## src/rtl/sig_gen_pkg.sv

```systemverilog
// Shared definitions for the triangle-wave signal generator control path.
// Holds tip limits, waveform form codes, the control FSM state type and
// the tip clamp helper used when a new configuration is accepted.
package sig_gen_pkg;

    localparam logic [4:0] TIP_MIN   = 5'd1;
    localparam logic [4:0] TIP_MAX   = 5'd19;
    localparam logic [4:0] TIP_RESET = 5'd10;

    localparam logic [1:0] FORM_TRI         = 2'b00;
    localparam logic [1:0] FORM_TRI_PLATEAU = 2'b01;
    localparam logic [1:0] FORM_TRI_INV     = 2'b10;
    localparam logic [1:0] FORM_TRI_FOLD    = 2'b11;

    typedef enum logic {
        IDLE,
        PENDING
    } ctrl_state_t;

    // Tip 0 or 20+ would put the apex on a period edge and make the
    // downstream slope divide by zero; pin it to the nearest legal value.
    function automatic logic [4:0] clamp_tip(input logic [4:0] tip);
        if (tip < TIP_MIN) begin
            return TIP_MIN;
        end else if (tip > TIP_MAX) begin
            return TIP_MAX;
        end else begin
            return tip;
        end
    endfunction

endpackage

```

## src/rtl/phase_accumulator.sv

```systemverilog
// Phase accumulator: acc advances by the active tuning word every clock.
// Ports: clk/rst_n; step_load/step_new replace the tuning word at an edge;
// phase (top 12 acc bits), wrap (registered carry), carry/step_zero (to ctrl).
module phase_accumulator #(
    parameter int                   ACC_WIDTH  = 32,
    parameter logic [ACC_WIDTH-1:0] RESET_STEP = ACC_WIDTH'(42950)
) (
    input  logic                 clk,
    input  logic                 rst_n,
    input  logic                 step_load,
    input  logic [ACC_WIDTH-1:0] step_new,
    output logic [11:0]          phase,
    output logic                 wrap,
    output logic                 carry,
    output logic                 step_zero
);

    logic [ACC_WIDTH-1:0] acc_q, acc_d;
    logic [ACC_WIDTH-1:0] step_q, step_d;
    logic                 wrap_q, wrap_d;

    // The carry of this edge always uses the old step, even when a new
    // step is loaded at the same edge. A zero step can never carry, which
    // freezes the accumulator and suppresses WRAP without extra logic.
    always_comb begin
        {carry, acc_d} = {1'b0, acc_q} + {1'b0, step_q};
        step_d         = step_load ? step_new : step_q;
        wrap_d         = carry;
    end

    always_ff @(posedge clk or negedge rst_n) begin
        if (!rst_n) begin
            acc_q  <= '0;
            step_q <= RESET_STEP;
            wrap_q <= 1'b0;
        end else begin
            acc_q  <= acc_d;
            step_q <= step_d;
            wrap_q <= wrap_d;
        end
    end

    assign phase     = acc_q[ACC_WIDTH-1 -: 12];
    assign wrap      = wrap_q;
    assign step_zero = (step_q == '0);

endmodule

```

## src/rtl/triangle_wave_ctrl.sv

```systemverilog
// Triangle-wave control: accepts configs over valid/ready, shadows them and
// commits at a phase wrap; clamps tips and offers an automatic tip sweep.
// Ports: CLK/RESET_N, CFG_* handshake, SWEEP_*, PHASE/FORM/TRIANGLE_TIP/WRAP/CFG_ERR.
module triangle_wave_ctrl
    import sig_gen_pkg::*;
#(
    parameter int                   ACC_WIDTH  = 32,
    parameter logic [ACC_WIDTH-1:0] RESET_STEP = ACC_WIDTH'(42950),
    parameter int                   SWEEP_W    = 8
) (
    input  logic                 CLK,
    input  logic                 RESET_N,
    input  logic                 CFG_VALID,
    output logic                 CFG_READY,
    input  logic [1:0]           CFG_FORM,
    input  logic [4:0]           CFG_TIP,
    input  logic [ACC_WIDTH-1:0] CFG_STEP,
    input  logic                 SWEEP_EN,
    input  logic [SWEEP_W-1:0]   SWEEP_WRAPS,
    output logic [11:0]          PHASE,
    output logic [1:0]           FORM,
    output logic [4:0]           TRIANGLE_TIP,
    output logic                 WRAP,
    output logic                 CFG_ERR
);

    ctrl_state_t          state_q, state_d;
    logic [1:0]           shd_form_q, shd_form_d;
    logic [4:0]           shd_tip_q, shd_tip_d;
    logic [ACC_WIDTH-1:0] shd_step_q, shd_step_d;
    logic [1:0]           form_q, form_d;
    logic [4:0]           tip_q, tip_d;
    logic                 cfg_err_q, cfg_err_d;
    logic [SWEEP_W-1:0]   sweep_cnt_q, sweep_cnt_d;

    logic                 acc_carry;
    logic                 acc_step_zero;
    logic                 commit;
    logic [4:0]           tip_clamped;
    logic [SWEEP_W-1:0]   sweep_lim;
    logic [SWEEP_W:0]     sweep_cnt_inc;

    phase_accumulator #(
        .ACC_WIDTH  (ACC_WIDTH),
        .RESET_STEP (RESET_STEP)
    ) u_acc (
        .clk       (CLK),
        .rst_n     (RESET_N),
        .step_load (commit),
        .step_new  (shd_step_q),
        .phase     (PHASE),
        .wrap      (WRAP),
        .carry     (acc_carry),
        .step_zero (acc_step_zero)
    );

    always_comb begin
        // A frozen accumulator never carries, so a pending config would
        // stall forever; commit it at the first edge after acceptance.
        commit        = (state_q == PENDING) && (acc_carry || acc_step_zero);
        tip_clamped   = clamp_tip(CFG_TIP);
        sweep_lim     = (SWEEP_WRAPS == '0) ? SWEEP_W'(1) : SWEEP_WRAPS;
        sweep_cnt_inc = {1'b0, sweep_cnt_q} + {{SWEEP_W{1'b0}}, 1'b1};

        state_d     = state_q;
        shd_form_d  = shd_form_q;
        shd_tip_d   = shd_tip_q;
        shd_step_d  = shd_step_q;
        form_d      = form_q;
        tip_d       = tip_q;
        cfg_err_d   = 1'b0;
        sweep_cnt_d = sweep_cnt_q;

        case (state_q)
            IDLE: begin
                if (CFG_VALID) begin
                    shd_form_d = CFG_FORM;
                    shd_tip_d  = tip_clamped;
                    shd_step_d = CFG_STEP;
                    cfg_err_d  = (tip_clamped != CFG_TIP);
                    state_d    = PENDING;
                end
            end
            PENDING: begin
                if (commit) begin
                    state_d = IDLE;
                end
            end
            default: state_d = IDLE;
        endcase

        // A commit overrides any sweep step and restarts the sweep count
        // so the new tip gets a full sweep interval.
        if (commit) begin
            form_d      = shd_form_q;
            tip_d       = shd_tip_q;
            sweep_cnt_d = '0;
        end else if (!SWEEP_EN) begin
            sweep_cnt_d = '0;
        end else if (acc_carry) begin
            // >= rather than == so lowering SWEEP_WRAPS mid-count still steps.
            if (sweep_cnt_inc >= {1'b0, sweep_lim}) begin
                sweep_cnt_d = '0;
                tip_d       = (tip_q >= TIP_MAX) ? TIP_MIN : tip_q + 5'd1;
            end else begin
                sweep_cnt_d = sweep_cnt_inc[SWEEP_W-1:0];
            end
        end
    end

    always_ff @(posedge CLK or negedge RESET_N) begin
        if (!RESET_N) begin
            state_q     <= IDLE;
            shd_form_q  <= FORM_TRI;
            shd_tip_q   <= TIP_RESET;
            shd_step_q  <= RESET_STEP;
            form_q      <= FORM_TRI;
            tip_q       <= TIP_RESET;
            cfg_err_q   <= 1'b0;
            sweep_cnt_q <= '0;
        end else begin
            state_q     <= state_d;
            shd_form_q  <= shd_form_d;
            shd_tip_q   <= shd_tip_d;
            shd_step_q  <= shd_step_d;
            form_q      <= form_d;
            tip_q       <= tip_d;
            cfg_err_q   <= cfg_err_d;
            sweep_cnt_q <= sweep_cnt_d;
        end
    end

    assign CFG_READY    = (state_q == IDLE);
    assign FORM         = form_q;
    assign TRIANGLE_TIP = tip_q;
    assign CFG_ERR      = cfg_err_q;

endmodule

```

## config.mk

```make
export PLATFORM = sky130hd
export DESIGN_NAME = triangle_wave_ctrl
export DESIGN_NICKNAME = d
export VERILOG_FILES = /design/src/rtl/sig_gen_pkg.sv /design/src/rtl/phase_accumulator.sv /design/src/rtl/triangle_wave_ctrl.sv
export SDC_FILE = /design/constraint.sdc
export NUM_CORES = 1
export LEC_CHECK = 0
export BUFFER_PORTS_ARGS = -buffer_cell sky130_fd_sc_hd__buf_2
export CAP_MARGIN = 25
export CORE_MARGIN = 4
export CORE_UTILIZATION = 25
export CTS_CLUSTER_DIAMETER = 60
export DETAILED_ROUTE_END_ITERATION = 16
export GPL_TIMING_DRIVEN = 0
export RECOVER_POWER = 25
export SLEW_MARGIN = 20
export SYNTH_ARGS = -nofsm -noshare
export SYNTH_HDL_FRONTEND = slang
export SYNTH_SLANG_ARGS = --single-unit
```

## constraint.sdc

```tcl
create_clock -name CLK -period 5.61 [get_ports CLK]
set_input_delay 0.561 -clock CLK [delete_from_list [all_inputs] [get_ports CLK]]
set_output_delay 0.561 -clock CLK [all_outputs]
set_load 0.1 [all_outputs]
```

## Yosys cells after proc, flatten, opt, wreduce, memory -nomap -nowiden

Cells that the tools add are included.

| cells by class | value |
|---|---|
| multiplexer cells | 17 |
| bitwise gates (word level) | 1 |
| div/mod/pow operators | 0 |
| eq/ne operators | 2 |
| add/subtract/negate cells | 3 |
| multipliers | 0 |
| shift-type cells | 0 |
| reduce and logical (&&, ||, !) cells | 9 |
| $lt $le $gt $ge | 4 |

Operator list:

| kind | number |
|---|---|
| $mux W8 | 5 |
| $mux W5 | 7 |
| $add A32 B32 Y33 | 1 |
| $logic_not A32 Y1 | 1 |
| $add A8 B1 Y9 const B | 1 |
| $ge A9 B8 Y1 | 1 |
| $logic_not A8 Y1 | 1 |
| $reduce_bool A2 Y1 | 3 |
| $add A5 B1 Y5 const B | 1 |
| $ge A5 B5 Y1 const B | 1 |
| $gt A5 B5 Y1 const B | 1 |
| $lt A5 B1 Y1 const B | 1 |
| $ne A5 B5 Y1 | 1 |
| $mux W1 | 4 |
| $ne A3 B1 Y1 const B | 1 |
| $reduce_and A3 Y1 | 1 |
| $pmux W1 S2 | 1 |
| $reduce_and A2 Y1 | 1 |
| $logic_and A1 B1 Y1 | 1 |
| $logic_or A1 B1 Y1 | 1 |
| $not A1 Y1 | 1 |

| word-level totals | value |
|---|---|
| memories kept | 0 |
| memory bits (writable) | 0 |
| bits in latches | 0 |
| bits in registers | 121 |
| logic and storage cells | 47 |
| memory bits (read-only) | 0 |

## Depth between registers and ports, before layout

| depth | value |
|---|---|
| word-level depth | 7 |
| gate-level depth with buffers | 11 |
| gate-level depth less buffers | 11 |

## Cells and area by module

Synthesis repeated with hierarchy kept, for this count alone.

| second synthesis, totals | value |
|---|---|
| cell total of the unflattened synthesis | 689 |
| area, all modules | 6845.3 sq um |

Modules (own cells, without submodules):

| module | instances | cells an instance | area each (sq um) | seq. area each (sq um) |
|---|---|---|---|---|
| phase_accumulator | 1 | 395 | 4151.5 | 1637.8 |
| triangle_wave_ctrl | 1 | 294 | 2693.8 | 1417.6 |

## Worst setup path before layout

Ideal clock, no wire load.

| path | value |
|---|---|
| path kind | register to register |
| from | reg sweep_cnt_q[0] |
| to | reg sweep_cnt_q[2] |
| clock period less this slack | 2.702 ns |
| data required time | 5.544 ns |
| stages on the path, launching flop included | 11 |
| path slack | 2.908 ns |
| data arrival time | 2.636 ns |
| cells stage by stage | dfrtp_1 -> ha_1 -> and3_1 -> xor2_1 -> ha_1 -> and3_1 -> a211o_1 -> a31o_2 -> nand3b_1 -> nor4b_1 -> a221o_1 |

| on the way | value |
|---|---|
| word-level cells in the longest chain between the ends | 6 |

Ends and longest elaborated chain:

| element | line | RTL |
|---|---|---|
| start, declared | triangle_wave_ctrl.sv:34 | `logic [SWEEP_W-1:0] sweep_cnt_q, sweep_cnt_d;` |
| start signal, assigned | triangle_wave_ctrl.sv:129 | `sweep_cnt_q <= sweep_cnt_d;` |
| $add A8 B1 Y9 (*) | triangle_wave_ctrl.sv:63 | `sweep_cnt_inc = {1'b0, sweep_cnt_q} + {{SWEEP_W{1'b0}}, 1'b1};` |
| $ge A9 B8 Y1 | triangle_wave_ctrl.sv:102 | `if (sweep_cnt_inc >= {1'b0, sweep_lim}) begin` |
| $mux W8 (*) | triangle_wave_ctrl.sv:102 |  |
| $mux W8 (*) | triangle_wave_ctrl.sv:100 | `end else if (acc_carry) begin` |
| $mux W8 (*) | triangle_wave_ctrl.sv:98 | `end else if (!SWEEP_EN) begin` |
| $mux W8 (*) | triangle_wave_ctrl.sv:94 | `if (commit) begin` |

Every way passes the cells marked *; elsewhere a longest branch is shown, timed or not. The select of a mux whose other input is x is not followed.
A chain may end at the register's enable or synchronous reset.

==> reports/results.tsv <==
metric	value	unit
Worst setup SP type	input pin	
Worst Max-Slew Pin Slew	3666	ps
Setup WS pre-CTS	2486	ps
hold path start	CFG_STEP[6]	
Die W	174.0	um
Detail Route Antenna Nets	0	
Num CTS Buffers	17	
# setup viols final	0	
global-route wire length before repair	27880	um
min cycle time layout	3466	ps
clock skew	9.576	ps
gr usage total	11.39	%
via count	5205	
part of the cycle the worst path needs	61.78	%
Critical Path End Type	asynchronous set/reset pin	
RR Startpoint	u_acc.step_q[0]	
total wire length	16610	um
final hold vios	0	
postcts setup bufs	0	
share of synthesized flip-flops with an asynchronous set or reset	100.0	%
initial DRC count	233	
number of synthesized flops with an enable pin	0	
clock slew at reported path FFs	50	ps
detail-routed net length per standard cell	14.65	um
status	finished with violations	
slew margin rel.	-144.4	%
Worst Setup SP	RESET_N	
num ports	73	
TritonCTS Sinks	121	
Final #Nets	874	
worst-path cell chain	clkbuf_1	
Setup TNS	0	ps
Yosys reg bits	121	
most common cell after layout, fill and taps aside	nand2_1	
Via density	4.590	
layout cells sized above 1	25.47	%
Post-CTS Hold Fix Bufs	0	
RSZ-0062 raised after global routing	no	
clk root buf	clkbuf_16	
sequential fraction of the synthesis area	44.33	%
post-cts sizing count	0	
Die Area	30290	um2
Mapped Area	6893	um2
Max FO, Critical Path	66	
Final WS setup	2144	ps
total grt overflow	0	
largest net degree at the start of global routing	67	
std cell rows	60	
vias in the first global route	5261	
Main synth FF type	dfrtp_1	
worst path bufs/invs	1	
failing checks	max-capacitance violations, max-slew violations	
yosys warns	0	
crit path DAT	3150	ps
Synth cell types	75	
synthesized area per cell	10.02	um2
CP peak stage delay	2520	ps
clk_lat worst skew	420	ps
fill cell count	2832	
die height	174.0	um
Hold WS	329.1	ps
P&R area growth vs syn	20.68	%
I/O Buffers	72	
number of iterations in the first detailed-routing pass	4	
Fmax achieved	0.2885	GHz
max-slew violation count	66	
WS Path Type	in2async	
Initial Utilization	25.50	%
crit-path leading delay family	buffers and inverters	
post-synth net total	782	
CP max stage cell	clkbuf_1	
Detailed Place HPWL	12480	um
Clock Path Buffers	2	
htree depth	4	
CP Data Required Time	5290	ps
most frequent cells in the layout	138 x nand2_1, 99 x dfrtp_1, 76 x buf_2	
placed cells	1102	
final std cells w/o fill	1134	
Antenna Cells	0	
CTS tree	done	
antenna violations before repair	1	
synthesized instance count	688	
Max-Cap Viols	1	
CORE AREA	27030	um2
Hold Path Class	in2reg	
Placer Congestion	0.8033	
DRC Markers	0	
[state kept, by name (all words and copies together) (netlist names)]
register	count
u_acc.step_q	32
shd_tip_q	5
CFG_ERR	1
u_acc.acc_q	32
shd_form_q	2
FORM	2
state_q	1
TRIANGLE_TIP	5
sweep_cnt_q	8
u_acc.wrap	1
shd_step_q	32
[cell type report]
type                    instances  area, um2  area share, %
plain buffers                  34      224.0          2.693
clock buffers                  24      501.7          6.032
clock inverters                 8      110.1          1.324
inverters                      20      77.57         0.9326
multi-input cells             513       3536          42.51
flip-flops and latches        121       3055          36.73
well taps                     341      426.7          5.129
repair buffers                 73      386.6          4.648
[worst register-to-register path, cell delays in order (launching register included)]
cell and delay, ps:
dfrtp_1 410, ha_1 250, fa_1 440, a211oi_2 250, o211ai_2 150, a21oi_2 310, nor4_2 110, o21ai_2 230
nand2_2 230, buf_6 220, mux2_1 320
[cell families after synthesis]
kind of cell	Yosys count	share of synthesized area, %
flops	121	44.33
xor+xnor	28	3.558
compound gates	151	15.99
fa+ha+maj	43	7.914
simple gates	255	16.86
buf+inv	54	4.375
mux	36	6.971
[Yosys cell counts (7+ instances only)]
master,count,area (um2)
dfrtp_1,99,2477
xnor2_1,17,148.9
ha_1,42,525.5
nand3_1,14,70.07
nand2_1,138,518.0
o21a_1,8,60.06
and3_1,7,43.79
mux2_2,9,101.4
clkbuf_1,11,41.29
a21oi_1,34,170.2
a211oi_1,9,67.56
a21o_1,17,127.6
nor4_1,8,50.05
o21ai_0,21,105.1
xor2_1,11,96.34
nor3_1,13,65.06
dfstp_2,22,578.1
mux2_1,7,78.83
mux2_4,20,300.3
buf_4,12,90.09
inv_1,19,71.32
nor2_1,40,150.1
[routing by layer]
layer	track usage (%)	vias up	part of all wire [%]
met5	0	-	0.078
met4	3.035	2	1.3
met3	3.175	15	4.4
met2	18.00	88	46
met1	15.41	2480	48
li1	-	2620	-
[per-stage QoR]
step                cell area, um2  utilization, %
floorplan                     6893               -
global placement              7680           28.42
detailed placement            7714           28.54
CTS                           8325           30.81
global route                  8318           30.78
finish                        8318           30.78
[path summary, 6_finish.rpt]
kind | to | slack [ps] | cells after the start
worst max-delay path | u_acc.step_q[23] | 2140 | 1
worst min-delay path | shd_step_q[6] | 330 | 3
worst max register to register | u_acc.step_q[5] | 2560 | 10
worst min register to register | shd_tip_q[3] | 450 | 2
max in group CLK | u_acc.step_q[5] | 2560 | 10
min in group asynchronous | shd_step_q[3] | 1400 | 1
Power is not shown: default switching activity piles up to over one toggle a cycle in this logic, so the estimate is an artifact.
